--- src/rtl/ines_pkg.sv ---
// Shared definitions for the iNES ROM loader: FSM states, header magic,
// region sizes and error codes. NES 2.0 size extension is selected by the
// INES_NES2_EN macro in ines_loader.
package ines_pkg;

  typedef enum logic [2:0] {
    S_HDR   = 3'd0,
    S_TRN   = 3'd1,
    S_PRG   = 3'd2,
    S_CHR   = 3'd3,
    S_FLUSH = 3'd4,
    S_DONE  = 3'd5,
    S_ERR   = 3'd6
  } state_e;

  localparam logic [31:0] INES_MAGIC = 32'h4E45531A;

  localparam int HDR_LEN       = 16;
  localparam int TRAINER_LEN   = 512;
  localparam int PRG_UNIT      = 16384;
  localparam int CHR_UNIT      = 8192;
  localparam int PRG_MAX_UNITS = 128;
  localparam int CHR_MAX_UNITS = 256;

  localparam int ADDR_W = 22;
  localparam int FIFO_W = ADDR_W + 8;

  localparam logic [1:0] ERR_NONE     = 2'd0;
  localparam logic [1:0] ERR_MAGIC    = 2'd1;
  localparam logic [1:0] ERR_OVERFLOW = 2'd2;
  localparam logic [1:0] ERR_SIZE     = 2'd3;

  // Expected header byte at position idx (0..3) of the magic word.
  function automatic logic [7:0] magic_byte(input logic [1:0] idx);
    logic [7:0] b;
    case (idx)
      2'd0:    b = INES_MAGIC[31:24];
      2'd1:    b = INES_MAGIC[23:16];
      2'd2:    b = INES_MAGIC[15:8];
      default: b = INES_MAGIC[7:0];
    endcase
    return b;
  endfunction

endpackage

--- src/rtl/ines_fifo.sv ---
// Synchronous payload FIFO with a registered head entry. The head register is
// loaded with the entry that will be at the front after this cycle's push/pop,
// so a push into an empty FIFO is visible on the head one cycle later.
// Handshake: push is honoured when not full or when a pop happens in the same
// cycle; pop is honoured when not empty; flush discards everything.
module ines_fifo
  import ines_pkg::*;
#(
  parameter int DEPTH = 4,
  parameter int WIDTH = FIFO_W
) (
  input  logic             clk,
  input  logic             resetn,
  input  logic             push,
  input  logic [WIDTH-1:0] push_data,
  input  logic             pop,
  input  logic             flush,
  output logic             full,
  output logic             empty,
  output logic             head_valid,
  output logic [WIDTH-1:0] head_data
);

  localparam int AW = (DEPTH > 1) ? $clog2(DEPTH) : 1;

  logic [WIDTH-1:0] mem_q [DEPTH];
  logic [AW-1:0]    wr_ptr_q, wr_ptr_d;
  logic [AW-1:0]    rd_ptr_q, rd_ptr_d;
  logic [AW:0]      count_q, count_d;
  logic             head_valid_q, head_valid_d;
  logic [WIDTH-1:0] head_data_q, head_data_d;
  logic             do_push, do_pop;

  assign full       = (count_q == (AW+1)'(DEPTH));
  assign empty      = (count_q == '0);
  assign do_pop     = pop && !empty;
  assign do_push    = push && (!full || do_pop);
  assign head_valid = head_valid_q;
  assign head_data  = head_data_q;

  // Next pointers, occupancy and the entry that becomes the registered head.
  always_comb begin
    wr_ptr_d = wr_ptr_q;
    rd_ptr_d = rd_ptr_q;
    count_d  = count_q;
    if (do_push) wr_ptr_d = wr_ptr_q + 1'b1;
    if (do_pop)  rd_ptr_d = rd_ptr_q + 1'b1;
    case ({do_push, do_pop})
      2'b10:   count_d = count_q + 1'b1;
      2'b01:   count_d = count_q - 1'b1;
      default: count_d = count_q;
    endcase
    head_valid_d = (count_d != '0);
    // The pushed word becomes the head only when nothing older remains.
    if (do_push && (rd_ptr_d == wr_ptr_q)) head_data_d = push_data;
    else                                   head_data_d = mem_q[rd_ptr_d];
    if (flush) begin
      wr_ptr_d     = '0;
      rd_ptr_d     = '0;
      count_d      = '0;
      head_valid_d = 1'b0;
    end
  end

  // Storage array; written on every accepted push.
  always_ff @(posedge clk) begin
    if (do_push) mem_q[wr_ptr_q] <= push_data;
  end

  // Pointer, count and head registers.
  always_ff @(posedge clk) begin
    if (!resetn) begin
      wr_ptr_q     <= '0;
      rd_ptr_q     <= '0;
      count_q      <= '0;
      head_valid_q <= 1'b0;
      head_data_q  <= '0;
    end else begin
      wr_ptr_q     <= wr_ptr_d;
      rd_ptr_q     <= rd_ptr_d;
      count_q      <= count_d;
      head_valid_q <= head_valid_d;
      head_data_q  <= head_data_d;
    end
  end

endmodule

--- src/rtl/ines_loader.sv ---
// iNES ROM stream loader: parses the 16-byte header, skips the optional
// trainer and writes PRG then CHR bytes to memory through a FIFO.
// Optional NES 2.0 size extension: define INES_NES2_EN.
// Memory handshake: a write completes on a cycle where mem_write and mem_ack
// are both high; mem_addr/mem_data/mem_write hold while mem_write && !mem_ack
// (except after an error, when the pending write is discarded).
module ines_loader
  import ines_pkg::*;
#(
  parameter int          FIFO_DEPTH = 4,
  parameter logic [21:0] CHR_BASE   = 22'h200000
) (
  input  logic        clk,
  input  logic        resetn,
  input  logic [7:0]  din,
  input  logic        din_valid,
  output logic [21:0] mem_addr,
  output logic [7:0]  mem_data,
  output logic        mem_write,
  input  logic        mem_ack,
  output logic        busy,
  output logic        done,
  output logic        error,
  output logic [1:0]  err_code,
  output logic [7:0]  mapper,
  output logic        mirroring,
  output logic        battery,
  output logic        four_screen,
  output logic [11:0] prg_size,
  output logic [11:0] chr_size,
  output logic [2:0]  dbg_state_o
);

  state_e      state_q, state_d;
  logic [3:0]  hdr_idx_q, hdr_idx_d;
  logic [21:0] rem_q, rem_d;
  logic [21:0] addr_q, addr_d;
  logic [11:0] prg_q, prg_d;
  logic [11:0] chr_q, chr_d;
  logic [7:0]  f6_q, f6_d;
  logic [3:0]  f7_hi_q, f7_hi_d;
  logic [1:0]  err_q, err_d;
  logic        busy_q, busy_d;
`ifdef INES_NES2_EN
  logic        nes2_q, nes2_d;
`endif

  logic              push, flush;
  logic              fifo_full, fifo_empty, fifo_pop;
  logic              head_valid;
  logic [FIFO_W-1:0] head_data;
  logic              size_bad;
  logic [21:0]       prg_bytes, chr_bytes;

  assign size_bad  = (prg_q == '0) || (prg_q > 12'(PRG_MAX_UNITS)) ||
                     (chr_q > 12'(CHR_MAX_UNITS));
  assign prg_bytes = 22'(prg_q) * 22'(PRG_UNIT);
  assign chr_bytes = 22'(chr_q) * 22'(CHR_UNIT);
  assign fifo_pop  = head_valid && mem_ack;

  ines_fifo #(
    .DEPTH(FIFO_DEPTH),
    .WIDTH(FIFO_W)
  ) u_fifo (
    .clk       (clk),
    .resetn    (resetn),
    .push      (push),
    .push_data ({addr_q, din}),
    .pop       (fifo_pop),
    .flush     (flush),
    .full      (fifo_full),
    .empty     (fifo_empty),
    .head_valid(head_valid),
    .head_data (head_data)
  );

  // Next-state logic: header parse, trainer skip, payload push, completion.
  always_comb begin
    state_d   = state_q;
    hdr_idx_d = hdr_idx_q;
    rem_d     = rem_q;
    addr_d    = addr_q;
    prg_d     = prg_q;
    chr_d     = chr_q;
    f6_d      = f6_q;
    f7_hi_d   = f7_hi_q;
    err_d     = err_q;
`ifdef INES_NES2_EN
    nes2_d    = nes2_q;
`endif
    push      = 1'b0;

    case (state_q)
      S_HDR: begin
        if (din_valid) begin
          hdr_idx_d = hdr_idx_q + 4'd1;
          case (hdr_idx_q)
            4'd0, 4'd1, 4'd2, 4'd3: begin
              if (din != magic_byte(hdr_idx_q[1:0])) begin
                state_d = S_ERR;
                err_d   = ERR_MAGIC;
              end
            end
            4'd4: prg_d = {4'h0, din};
            4'd5: chr_d = {4'h0, din};
            4'd6: f6_d  = din;
            4'd7: begin
              f7_hi_d = din[7:4];
`ifdef INES_NES2_EN
              nes2_d  = (din[3:2] == 2'b10);
`endif
            end
`ifdef INES_NES2_EN
            4'd9: begin
              if (nes2_q) begin
                prg_d[11:8] = din[3:0];
                chr_d[11:8] = din[7:4];
              end
            end
`endif
            4'(HDR_LEN - 1): begin
              if (size_bad) begin
                state_d = S_ERR;
                err_d   = ERR_SIZE;
              end else if (f6_q[2]) begin
                state_d = S_TRN;
                rem_d   = 22'(TRAINER_LEN);
              end else begin
                state_d = S_PRG;
                rem_d   = prg_bytes;
                addr_d  = '0;
              end
            end
            default: ;
          endcase
        end
      end

      S_TRN: begin
        if (din_valid) begin
          rem_d = rem_q - 22'd1;
          if (rem_q == 22'd1) begin
            state_d = S_PRG;
            rem_d   = prg_bytes;
            addr_d  = '0;
          end
        end
      end

      S_PRG, S_CHR: begin
        if (din_valid) begin
          if (fifo_full && !fifo_pop) begin
            state_d = S_ERR;
            err_d   = ERR_OVERFLOW;
          end else begin
            push   = 1'b1;
            addr_d = addr_q + 22'd1;
            rem_d  = rem_q - 22'd1;
            if (rem_q == 22'd1) begin
              if ((state_q == S_PRG) && (chr_q != '0)) begin
                state_d = S_CHR;
                addr_d  = CHR_BASE;
                rem_d   = chr_bytes;
              end else begin
                state_d = S_FLUSH;
              end
            end
          end
        end
      end

      S_FLUSH: begin
        if (fifo_empty && !head_valid) state_d = S_DONE;
      end

      default: ;
    endcase

    busy_d = (busy_q || din_valid) && (state_d != S_DONE) && (state_d != S_ERR);
    flush  = (state_d == S_ERR);
  end

  // State and datapath registers.
  always_ff @(posedge clk) begin
    if (!resetn) begin
      state_q   <= S_HDR;
      hdr_idx_q <= '0;
      rem_q     <= '0;
      addr_q    <= '0;
      prg_q     <= '0;
      chr_q     <= '0;
      f6_q      <= '0;
      f7_hi_q   <= '0;
      err_q     <= ERR_NONE;
      busy_q    <= 1'b0;
`ifdef INES_NES2_EN
      nes2_q    <= 1'b0;
`endif
    end else begin
      state_q   <= state_d;
      hdr_idx_q <= hdr_idx_d;
      rem_q     <= rem_d;
      addr_q    <= addr_d;
      prg_q     <= prg_d;
      chr_q     <= chr_d;
      f6_q      <= f6_d;
      f7_hi_q   <= f7_hi_d;
      err_q     <= err_d;
      busy_q    <= busy_d;
`ifdef INES_NES2_EN
      nes2_q    <= nes2_d;
`endif
    end
  end

  assign mem_write   = head_valid;
  assign mem_addr    = head_data[FIFO_W-1:8];
  assign mem_data    = head_data[7:0];
  assign busy        = busy_q;
  assign done        = (state_q == S_DONE);
  assign error       = (state_q == S_ERR);
  assign err_code    = err_q;
  assign mapper      = {f7_hi_q, f6_q[7:4]};
  assign mirroring   = f6_q[0];
  assign battery     = f6_q[1];
  assign four_screen = f6_q[3];
  assign prg_size    = prg_q;
  assign chr_size    = chr_q;
  assign dbg_state_o = state_q;

endmodule

--- config.mk ---
export PLATFORM = sky130hd
export DESIGN_NAME = ines_loader
export DESIGN_NICKNAME = d
export VERILOG_FILES = /design/src/rtl/ines_pkg.sv /design/src/rtl/ines_fifo.sv /design/src/rtl/ines_loader.sv
export SDC_FILE = /design/constraint.sdc
export NUM_CORES = 1
export LEC_CHECK = 0
export BUFFER_PORTS_ARGS = -buffer_cell sky130_fd_sc_hd__buf_4
export CAP_MARGIN = 20
export CORE_UTILIZATION = 64
export DETAILED_ROUTE_END_ITERATION = 6
export PLACE_DENSITY_LB_ADDON = 0.2
export SKIP_LAST_GASP = 1
export SYNTH_ARGS = -nofsm -noshare
export SYNTH_HDL_FRONTEND = slang
export SYNTH_SLANG_ARGS = --single-unit
--- constraint.sdc ---
create_clock -name clk -period 7 [get_ports clk]
set_clock_uncertainty 0.2 [all_clocks]
set_input_delay 0.35 -clock clk [delete_from_list [all_inputs] [get_ports clk]]
set_output_delay 0.35 -clock clk [all_outputs]
set_load 0.01 [all_outputs]
Word-level counts from Yosys, hierarchy flattened
Memory sizes are Yosys's and may differ from the RTL's. A register that Yosys moved wholly into a read port is not among the register bits.
Index checks and enable logic that the tools add are counted.

storage, ports and cells
  register bits after elaboration = 90
  bits in writable memories = 120
  input bits = 12
  output and inout port bits = 74
  logic and storage cells = 151
  memories kept = 1

memory list
  memory        words  bits a word  rd ports  clocked after memory_dff  wr ports  line             RTL
  u_fifo.mem_q  4      30           1         1                         1         ines_fifo.sv:26  logic [WIDTH-1:0] mem_q [DEPTH];

operators by class
  add/sub/neg operators = 7
  magnitude comparators = 2
  equality and inequality tests = 36
  multiplexer cells = 53
  bitwise logic cells = 1
  reduce and logical (&&, ||, !) cells = 37

operators with widths
  operator                 number
  $mux W22                 20
  $pmux W22 S3             2
  $mux W3                  10
  $mux W8                  3
  $add A22 B1 Y22 const B  1
  $eq A22 B1 Y1 const B    1
  $sub A22 B1 Y22 const B  1
  $pmux W7 S3              1
  $ne A2 B2 Y1 const B     9
  $eq A4 B3 Y1 const B     4
  $eq A3 B3 Y1 const B     5
  $mux W2                  7
  $reduce_and A7 Y1        2
  $logic_not A12 Y1        1
  $ne A3 B3 Y1 const B     4
  $pmux W3 S2              2
  $pmux W3 S4              1
  $reduce_and A3 Y1        4
  $reduce_bool A12 Y1      1
  $gt A8 B9 Y1 const B     1
  $reduce_and A9 Y1        1
  $eq A4 B2 Y1 const B     2
  $gt A8 B8 Y1 const B     1
  $logic_and A1 B1 Y1      8
  other kinds (25)         44

Logic depth before layout (Yosys ltp)
Gate-level depths: netlist of run 1.

  depth after elaboration = 13
  mapped depth = 13
  depth with buffers taken out = 12

Hierarchy
A second synthesis of run 1 with hierarchy kept.

unflattened totals
  cells, all modules = 1246
  area total of the unflattened synthesis = 11875.1 µm²

modules (own cells, without submodules)
  module       times used  cells an instance  area an instance (µm²)
  ines_fifo    1           669                7378.3
  ines_loader  1           577                4496.8

Worst setup path after synthesis of run 1
No wires, ideal clock.

  path type = register -> register
  start point = register prg_q[3], in the netlist prg_size[3]
  end point = register addr_q[17]
  arrival time = 2.468 ns
  setup slack = 4.203 ns
  cell stages (with the launch flop) = 9
  buffers on the path = 2
  cell sequence = dfxtp_1 or4_4 o21a_1 or3_4 a31o_4 buf_6 buf_2 o41ai_1 a21oi_1

on the way
  word-level cells in the longest chain between the ends = 5

RTL lines
  item                                               line                RTL
  start: declaration                                 ines_loader.sv:38   logic [11:0] prg_q, prg_d;
  start signal: assignment                           ines_loader.sv:204  prg_q <= prg_d;
  $gt A8 B8 Y1 or $logic_not A12 Y1 (tied branches)  ines_loader.sv:55   assign size_bad = (prg_q == '0) || (prg_q > 12'(PRG_MAX_UNITS)) ||
  $logic_or A1 B1 Y1 (*) (2 in a row)                ines_loader.sv:55
  $ne A2 B2 Y1 (no line) (*)                         -
  $reduce_and A9 Y1 (no line) (*)                    -
  end signal: assignment                             ines_loader.sv:203  addr_q <= addr_d;
  end: declaration                                   ines_loader.sv:37   logic [21:0] addr_q, addr_d;

Mark *: on every way between the ends. The rest lies on a longest branch, timed or not.
A chain may end at the register's enable or synchronous reset.

Worst setup path after layout of run 1
  start point = register prg_q[3], in the netlist prg_size[3]
  end point = register u_fifo.count_q[1]

on the way
  word-level cells in the longest chain between the ends = 9

RTL lines
  item                                               line                RTL
  $gt A8 B8 Y1 or $logic_not A12 Y1 (tied branches)  ines_loader.sv:55
  $logic_or A1 B1 Y1 (*) (2 in a row)                ines_loader.sv:55
  $mux W3 (*)                                        ines_loader.sv:122  if (size_bad) begin
  $pmux W3 S2 (*)                                    ines_loader.sv:97   case (hdr_idx_q)
  $mux W3 (*)                                        ines_loader.sv:95   if (din_valid) begin
  $pmux W3 S4 (*)                                    ines_loader.sv:93   case (state_q)
  $eq A3 B3 Y1 (*)                                   ines_loader.sv:180  flush = (state_d == S_ERR);
  $reduce_or A2 Y1 (no line) (*)                     -
  end signal: assignment                             ines_fifo.sv:81     count_q <= count_d;
  end: declaration                                   ines_fifo.sv:29     logic [AW:0] count_q, count_d;

Marked as above.

==> results of run 1 <==
flip-flops by register name, indices dropped and copies added (netlist names):
name and cells:
u_fifo.rd_ptr_q 2, u_fifo.head_valid 1, f6_q 8, u_fifo.head_data 30
chr_size 8, addr_q 22, busy 1, err_code 2
rem_q 22, u_fifo.mem_q 120, f7_hi_q 4, u_fifo.count_q 3
u_fifo.wr_ptr_q 2, hdr_idx_q 4, dbg_state_o 3, prg_size 8
worst max path at each step:
stage	to	slack [ns]	cells after the start
2_1_floorplan	addr_q[17]	4.20	8
3_3_place_gp	rem_q[8]	3.70	7
3_5_place_dp	rem_q[4]	3.57	7
4_1_cts	rem_q[4]	3.57	7
5_1_grt	u_fifo.head_valid	3.49	12
6_report	u_fifo.count_q[1]	3.66	6
synthesized netlist by cell type, types with 16 or more instances:
cell and n:
sky130_fd_sc_hd__edfxtp_1 120, sky130_fd_sc_hd__nand4_1 18, sky130_fd_sc_hd__inv_1 18, sky130_fd_sc_hd__xor2_1 16, sky130_fd_sc_hd__nor2_1 45, sky130_fd_sc_hd__a21boi_0 17
sky130_fd_sc_hd__clkbuf_1 39, sky130_fd_sc_hd__nand3_1 50, sky130_fd_sc_hd__a21oi_1 53, sky130_fd_sc_hd__dfxtp_1 120, sky130_fd_sc_hd__mux4_2 30, sky130_fd_sc_hd__nand2_1 72
sky130_fd_sc_hd__a22o_1 30
cell families (layout without fill, tap and decap cells):
kind of cell | count (synthesis) | after routing | synth area share (%)
fa+ha+maj | 13 | 13 | 1.66
flops | 240 | 240 | 58.5
compound gates | 189 | 189 | 12.8
xor+xnor | 27 | 27 | 2.44
buf+inv | 80 | 161 | 3.52
simple gates | 281 | 281 | 14.4
mux | 31 | 31 | 6.68
other cells | 1 | 8 | 0.0365
what timing repair did:
action,4_1_cts,5_1_grt
endpoints found under the hold margin,65,0
setup endpoints to repair,0,0
hold buffers,8,0
buffers inserted,0,0
per-stage QoR:
| step | instances | total power, mW | area [um^2] | hold WS [ns] | util [%] |
|---|---|---|---|---|---|
| 3_5_place_dp | 1108 | 2.88 | 11000 | 0.265 | 71.0 |
| 5_1_grt | 1161 | 4.47 | 11900 | 0.0906 | 77.2 |
| 4_1_cts | 1160 | 4.27 | 11900 | 0.0443 | 77.2 |
| 3_3_place_gp | 1108 | 2.83 | 11000 | 0.252 | 71.0 |
| 2_1_floorplan | 869 | 2.55 | 10300 | 0.237 | - |
| 6_report | 1161 | 4.28 | 11900 | 0.0569 | 77.2 |
power groups by stage:
stage | logic (mW) | registers, mW | clock network, mW
finish | 1.18 | 1.70 | 1.39
global route | 1.29 | 1.72 | 1.46
CTS | 1.17 | 1.70 | 1.41
detailed placement | 1.15 | 1.73 | 0
global placement | 1.12 | 1.72 | 0
floorplan | 0.849 | 1.70 | 0
final cells by class:
| cell class | instances | share of cell area [%] |
|---|---|---|
| Clock buffer | 27 | 5.22 |
| Clock inverter | 17 | 2.07 |
| Inverter | 19 | 0.599 |
| Multi-Input combinational cell | 549 | 33.2 |
| Sequential cell | 240 | 50.4 |
| Tap cell | 211 | 2.22 |
| Timing Repair Buffer | 98 | 6.32 |
tightest hold or removal path, cell delays in order:
cell                      delay, ns
sky130_fd_sc_hd__buf_4         0.14
sky130_fd_sc_hd__o21ai_0       0.11
sky130_fd_sc_hd__a31oi_1       0.13
layer usage:
metal  global-route usage (%)  up-vias  wire (um)
met5                        0        -          0
met4                     11.7        0        840
met3                     4.86       72       1520
met2                     51.6      351      12300
met1                     38.8     3693       9720
li1                         -     3409          -
==> impl_summary.txt, run 1 <==
----------------------------------------------------
[GRT]
  Initial antenna violation count ... 0
  Total grt overflow ... 0
  Number of global-route vias before repair ... around 7400
  Largest net degree at the start of global routing ... 45
  Gr usage total ... 30.2%
  Wire length of the first global-routing pass ... between 30 and 40 mm

[Routing]
  Count of routing violations after the opening detailed-route iteration ... about 870
  Total routed wirelength ... about 24 mm
  DR WL/cell ... approximately 21 um
  Antenna viol nets, final ... 0
  Vias per Instance ... 6.48
  DRC errors left ... 0
  First-pass iteration count of the detailed router ... 5
  Total via count after detailed routing ... 7525

[Yosys]
  Share of flip-flops with an asynchronous set or reset ... 0%
  Syn. warnings ... 0
  Number of enable flip-flop cells after synthesis ... 120
  Top flip-flop cell by instance count after synthesis ... sky130_fd_sc_hd__edfxtp_1
  Gate count after technology mapping ... 862
  Post-synth design cell area ... a little over 10000 um^2
  Post-synthesis average cell area ... between 10 and 15 um^2
  Count of distinct cell types in the synthesized netlist ... 65
  Count of state elements after synthesis ... 240
  Proportion of netlist area held by the largest area contributor ... approximately a third
  Proportion of synthesized chip area in sequential cells ... 58.5%
  Cell taking the most area after synthesis ... sky130_fd_sc_hd__edfxtp_1
  Leading cell types by total area after synthesis ... sky130_fd_sc_hd__edfxtp_1 35%, sky130_fd_sc_hd__dfxtp_1 23%, sky130_fd_sc_hd__mux4_2 6.6%, sky130_fd_sc_hd__nand2_1 2.6%, sky130_fd_sc_hd__a21oi_1 2.6%

[Die]
  Effective utilization at floorplan ... around 67%
  Die boundary height ... approximately 130 um
  Die extent in x ... approximately 130 um
  I/O pin cnt ... 86
  Count of standard-cell rows ... 45
  Total core area ... approximately 15000 um^2
  Floorplan die area ... about 17000 um^2

[Hold path]
  Worst Hold Depth ... 3
  Worst Hold Path EP ... busy
  Kind of path behind the tightest hold check ... in -> reg
  Worst Min Path Start ... din_valid

[Power]
  Flop pwr share ... between 30% and 40%
  Part of the power in combinational logic ... between 20% and 30%
  Power density cells ... 359 nW/um^2
  Portion of total power attributed to the clock network ... about 33%
  Leakage component of the power ... 4.28 nW
  Sw frac ... about a third
  NetSw ... 1.38 mW
  Peak supply drop ... between 0.0002 and 0.0003 V
  Internal Pwr Total ... approximately 2.9 mW

[Setup path]
  Required time worst endpoint ... around 7.2 ns
  WP data arrival ... roughly 3.5 ns
  Cell at the slowest stage of the critical path ... sky130_fd_sc_hd__nor4b_2
  Logic depth of the worst register-to-register path ... 6
  Critical setup path kind ... reg -> reg
  Critical path cell sequence ... or4_4, nor3_1, nor4_1, a211oi_1, nor4b_2, a211oi_1
  Startpoint type of the worst setup path ... flop
  Slowest Stage Delay on Critical Path ... approximately 0.73 ns
  Crit path buffers/inverters ... 0
  Launching element of the worst setup path ... prg_size[3]
  Kind of cell adding the most delay to the critical path ... simple AND/OR/NAND/NOR gates
  R2r endpoint ... u_fifo.count_q[1]
  CP most frequent cell ... sky130_fd_sc_hd__a211oi_1
  Worst-case register-to-register setup slack ... roughly 3.7 ns
  Startpoint of the worst register-to-register path ... prg_size[3]
  Critical path fanouts, max ... 8
  Critical Path End Type ... flop

[Timing]
  Total negative slack ... 0 ns
  Setup repair after global routing missed its margin ... false
  Count of pins over their slew limit ... 0
  Fraction of the cycle the final worst path needs ... a little under half
  Achievable Freq ... around 0.3 GHz
  Least-Margin Pin Slew ... roughly 0.91 ns
  Final hold violation count ... 0
  Clock period minus worst slack ... ~3.3 ns
  Max transition margin ... slightly below 40%
  Final setup margin ... 3.66 ns
  Setup-violating endpoint count in the final report ... 0

[Run status]
  Result of the run ... finished clean

[Clocking]
  CTS root buf ... sky130_fd_sc_hd__clkbuf_16
  Sink count of the clock tree ... 240
  Clock Pin Slew Worst Setup and Hold Paths ... about 0.060 ns
  Source-to-sink clock delay at the later pin of the worst-skew pair ... roughly 0.52 ns
  Maximum count of clock buffers along a single path ... 3
  CTS buffer count ... 24
  Htree depth ... 1
  Resized cells post-CTS ... 0
  CTS tree ... yes

[Finish]
  Area taken by multi-input logic gates ... roughly 4000 um^2
  Highest-count cells in the layout ignoring fill and taps ... 120 x sky130_fd_sc_hd__dfxtp_1, 120 x sky130_fd_sc_hd__edfxtp_1, 89 x sky130_fd_sc_hd__buf_4
  FF/Latch Area ... between 6000 and 7000 um^2
  Area overhead of the layout relative to synthesis ... 16.1%
  Number of nets in the finished design ... 957
  Layout filler cell count ... 982
  Antenna Cells ... 0
  Layout cells sized above 1 ... about a fifth

[Placed design]
  Final weighted congestion in routability-driven placement ... ~0.9
  Detailed placer's ending HPWL ... approximately 15 mm
  Post-placement setup slack ... ~3.6 ns
  Number of buffers added on ports ... a little under 80

[Run]
  Max-Cap Viols ... 0

----------------------------------------------------
Power figures use the tool's default switching activity.
==> run 2: changes to the inputs <==
--- a/config.mk
+++ b/config.mk
@@ -7,7 +7,7 @@
 export LEC_CHECK = 0
 export BUFFER_PORTS_ARGS = -buffer_cell sky130_fd_sc_hd__buf_4
 export CAP_MARGIN = 20
-export CORE_UTILIZATION = 64
+export CORE_UTILIZATION = 54
 export DETAILED_ROUTE_END_ITERATION = 6
 export PLACE_DENSITY_LB_ADDON = 0.2
 export SKIP_LAST_GASP = 1
==> constraint.sdc (replaced) <==
create_clock -name clk -period 3 [get_ports clk]
set_clock_uncertainty 0.2 [all_clocks]
set_input_delay 0.15 -clock clk [delete_from_list [all_inputs] [get_ports clk]]
set_output_delay 0.15 -clock clk [all_outputs]
set_load 0.01 [all_outputs]
==> impl_summary.txt, run 2 (same netlist as run 1, synthesis figures left out) <==
----------------------------------------------------
[Finish]
  Largest register by flop count ... u_fifo.mem_q
  Number of nets in the finished design ... 998 (+4.3%)
  Layout filler cell count ... 1412 (+44%)
  Leading cell type in the layout, fill and taps excluded ... sky130_fd_sc_hd__buf_4
  Area overhead of the layout relative to synthesis ... 20.0%
  Layout cells sized above 1 ... 22.5% (+3.3 points)
  Final standard cell utilization of the core ... 66.1% (-11 points)
  Highest-count cells in the layout ignoring fill and taps ... 126 x sky130_fd_sc_hd__buf_4, 120 x sky130_fd_sc_hd__dfxtp_1, 120 x sky130_fd_sc_hd__edfxtp_1
  Antenna Cells ... 0 (unchanged)
  Largest register FFs ... 120 (unchanged)

[Routing]
  Total routed wirelength ... 23.5 mm (-3.6%)
  DRC errors left ... 0 (unchanged)
  Total via count after detailed routing ... 7357 (-2.2%)
  DR WL/cell ... 19.2 um (-8.7%)
  Antenna viol nets, final ... 0 (unchanged)
  Count of routing violations after the opening detailed-route iteration ... 663 (-23%)
  First-pass iteration count of the detailed router ... 5 (unchanged)
  Vias per Instance ... 6.00 (-7.4%)

[Clocking]
  CTS tree ... yes
  Clock Pin Slew Worst Setup and Hold Paths ... 0.07 ns (about the same)
  Maximum count of clock buffers along a single path ... 3 (unchanged)
  Post-CTS Setup Repair Bufs ... 0 (unchanged)
  Htree depth ... 1 (unchanged)
  CTS buffer count ... 25 (+4.2%)
  Source-to-sink clock delay at the later pin of the worst-skew pair ... 0.52 ns (about the same)
  Sink count of the clock tree ... 240 (unchanged)
  CTS root buf ... sky130_fd_sc_hd__clkbuf_16

[Placed design]
  Detailed placer's ending HPWL ... 15.3 mm (-0.22%)
  Final weighted congestion in routability-driven placement ... 0.880 (-2.1%)
  Number of buffers added on ports ... 77 (unchanged)

[Timing]
  Hold slack ... 0.228 ns (+0.171 ns)
  Achievable Freq ... 0.341 GHz (+14%)
  Final hold violation count ... 0 (unchanged)
  Least-Margin Pin Slew ... 0.744 ns (-0.166 ns)
  Setup-violating endpoint count in the final report ... 0 (unchanged)
  Fraction of the cycle the final worst path needs ... 97.7% (+50 points)
  Total negative slack ... 0 ns (unchanged)
  Setup repair after global routing missed its margin ... false
  Count of pins over their slew limit ... 0 (unchanged)
  Clock period minus worst slack ... 2.93 ns (-0.404 ns)
  Max transition margin ... 49.9% (+11 points)

[Setup path]
  Startpoint of the worst register-to-register path ... prg_size[3]
  Launching element of the worst setup path ... prg_size[3]
  Required time worst endpoint ... 3.24 ns (-3.92 ns)
  Slowest Stage Delay on Critical Path ... 0.54 ns (-0.19 ns)
  Cell at the slowest stage of the critical path ... sky130_fd_sc_hd__or4_4
  WP data arrival ... 3.18 ns (-0.32 ns)
  Critical Path End Type ... flop
  Startpoint type of the worst setup path ... flop
  Critical path cell sequence ... or4_4, o21a_1, or3_4, a31o_4, or4_1, a21oi_1
  Critical path fanouts, max ... 32 (+24)
  R2r endpoint ... addr_q[15]
  Setup crit end ... addr_q[15]
  Logic depth of the worst register-to-register path ... 6 (unchanged)
  Critical setup path kind ... reg -> reg
  Worst-case register-to-register setup slack ... 0.07 ns (-3.60 ns)

[GRT]
  Largest net degree at the start of global routing ... 45 (unchanged)
  Gr usage total ... 24.4% (-5.8 points)
  Initial antenna violation count ... 0 (unchanged)
  Number of global-route vias before repair ... 7020 (-4.6%)
  Total grt overflow ... 0 (unchanged)
  Wire length of the first global-routing pass ... 37.6 mm (-2.1%)

[Power]
  Part of the power in combinational logic ... 29.5% (+1.9 points)
  NetSw ... 3.23 mW (+130%)
  Portion of total power attributed to the clock network ... 32.5% (about the same)
  Peak supply drop ... 0.000647 V (+140%)
  Sw frac ... 31.3% (-0.97 points)
  Leakage component of the power ... 4.50 nW (+5.2%)
  Internal Pwr Total ... 7.09 mW (+140%)
  Flop pwr share ... 38.0% (-1.8 points)
  Power density cells ... 838 nW/um^2 (+130%)
  Post-route total power ... 10.3 mW (+140%)

[Run status]
  Result of the run ... finished clean

[Die]
  Die extent in x ... 140 um (+8.7%)
  Effective utilization at floorplan ... 55.1% (-11 points)
  Total core area ... 18600 um^2 (+21%)
  Count of standard-cell rows ... 50 (+11%)
  Floorplan die area ... 19600 um^2 (+18%)
  I/O pin cnt ... 86 (unchanged)
  Die boundary height ... 140 um (+8.7%)

[Run]
  Max-Cap Viols ... 0 (unchanged)

[Hold path]
  Kind of path behind the tightest hold check ... in -> reg

----------------------------------------------------
run 2: cell count changes in the layout (fill, tap and decap cells not counted), moves of 2 or more:
cell | previous run | this run
sky130_fd_sc_hd__and3_1 | 10 | 12
sky130_fd_sc_hd__and3_2 | 2 | 0
sky130_fd_sc_hd__buf_12 | 0 | 2
sky130_fd_sc_hd__buf_4 | 89 | 126
sky130_fd_sc_hd__clkbuf_1 | 2 | 4
sky130_fd_sc_hd__clkinv_1 | 4 | 2
sky130_fd_sc_hd__dlygate4sd3_1 | 8 | 10
run 2: worst max-delay path, delay by kind of cell (launching register included):
| kind | cells | cell delay, ns |
|---|---|---|
| AO/OA/AOI/OAI | 3 | 0.79 |
| AND/OR/NAND/NOR | 3 | 1.52 |
| flip-flops | 1 | 0.33 |
run 2: through the flow:
step           cells  setup slack [ns]  cell area [um^2]
3_3_place_gp    1170             0.167             11300
6_report        1226            0.0688             12300
5_1_grt         1226           0.00119             12300
3_5_place_dp    1170             0.116             11300
4_1_cts         1226            0.0946             12300
2_1_floorplan    869             0.203             10300
run 2: final cells by class:
type                    instances  area [um^2]  share of cell area (%)
clock buffers                  31          668                    5.42
well taps                     234          293                    2.38
inverters                      19         71.3                   0.579
multi-input cells             549         3960                    32.1
flip-flops and latches        240         6010                    48.8
repair buffers                138         1090                    8.82
clock inverters                15          234                    1.90
run 2: what timing repair did:
action / CTS / global route
setup endpoints to repair: 0 / 16
hold endpoints to repair: 93 / 0
hold buffers: 10 / 0
resized for setup: 0 / 3
run 2: worst min path at each step:
stage               slack (ns)  cells past startpoint     from                 end
floorplan                 0.05                      0   din[0]  u_fifo.mem_q[0][0]
global placement          0.24                      1   din[1]  u_fifo.mem_q[0][1]
detailed placement        0.25                      1   din[3]  u_fifo.mem_q[2][3]
CTS                       0.21                      6  mem_ack         err_code[0]
global route              0.26                      2   din[3]  u_fifo.mem_q[3][3]
finish                    0.23                      6  mem_ack         err_code[0]
run 2: metal layers:
metal	track usage (%)	routed length, um
met1	32.4	9960
met4	6.71	490
met5	0	0
met2	41.7	11700
met3	3.65	1370
run 2: power groups by stage:
| stage | logic, mW | registers (mW) | clock network (mW) |
|---|---|---|---|
| detailed placement | 2.98 | 3.98 | 0 |
| CTS | 3.01 | 3.92 | 3.42 |
| global placement | 2.97 | 3.98 | 0 |
| finish | 3.05 | 3.92 | 3.36 |
| floorplan | 1.98 | 3.97 | 0 |
| global route | 3.37 | 3.95 | 3.56 |
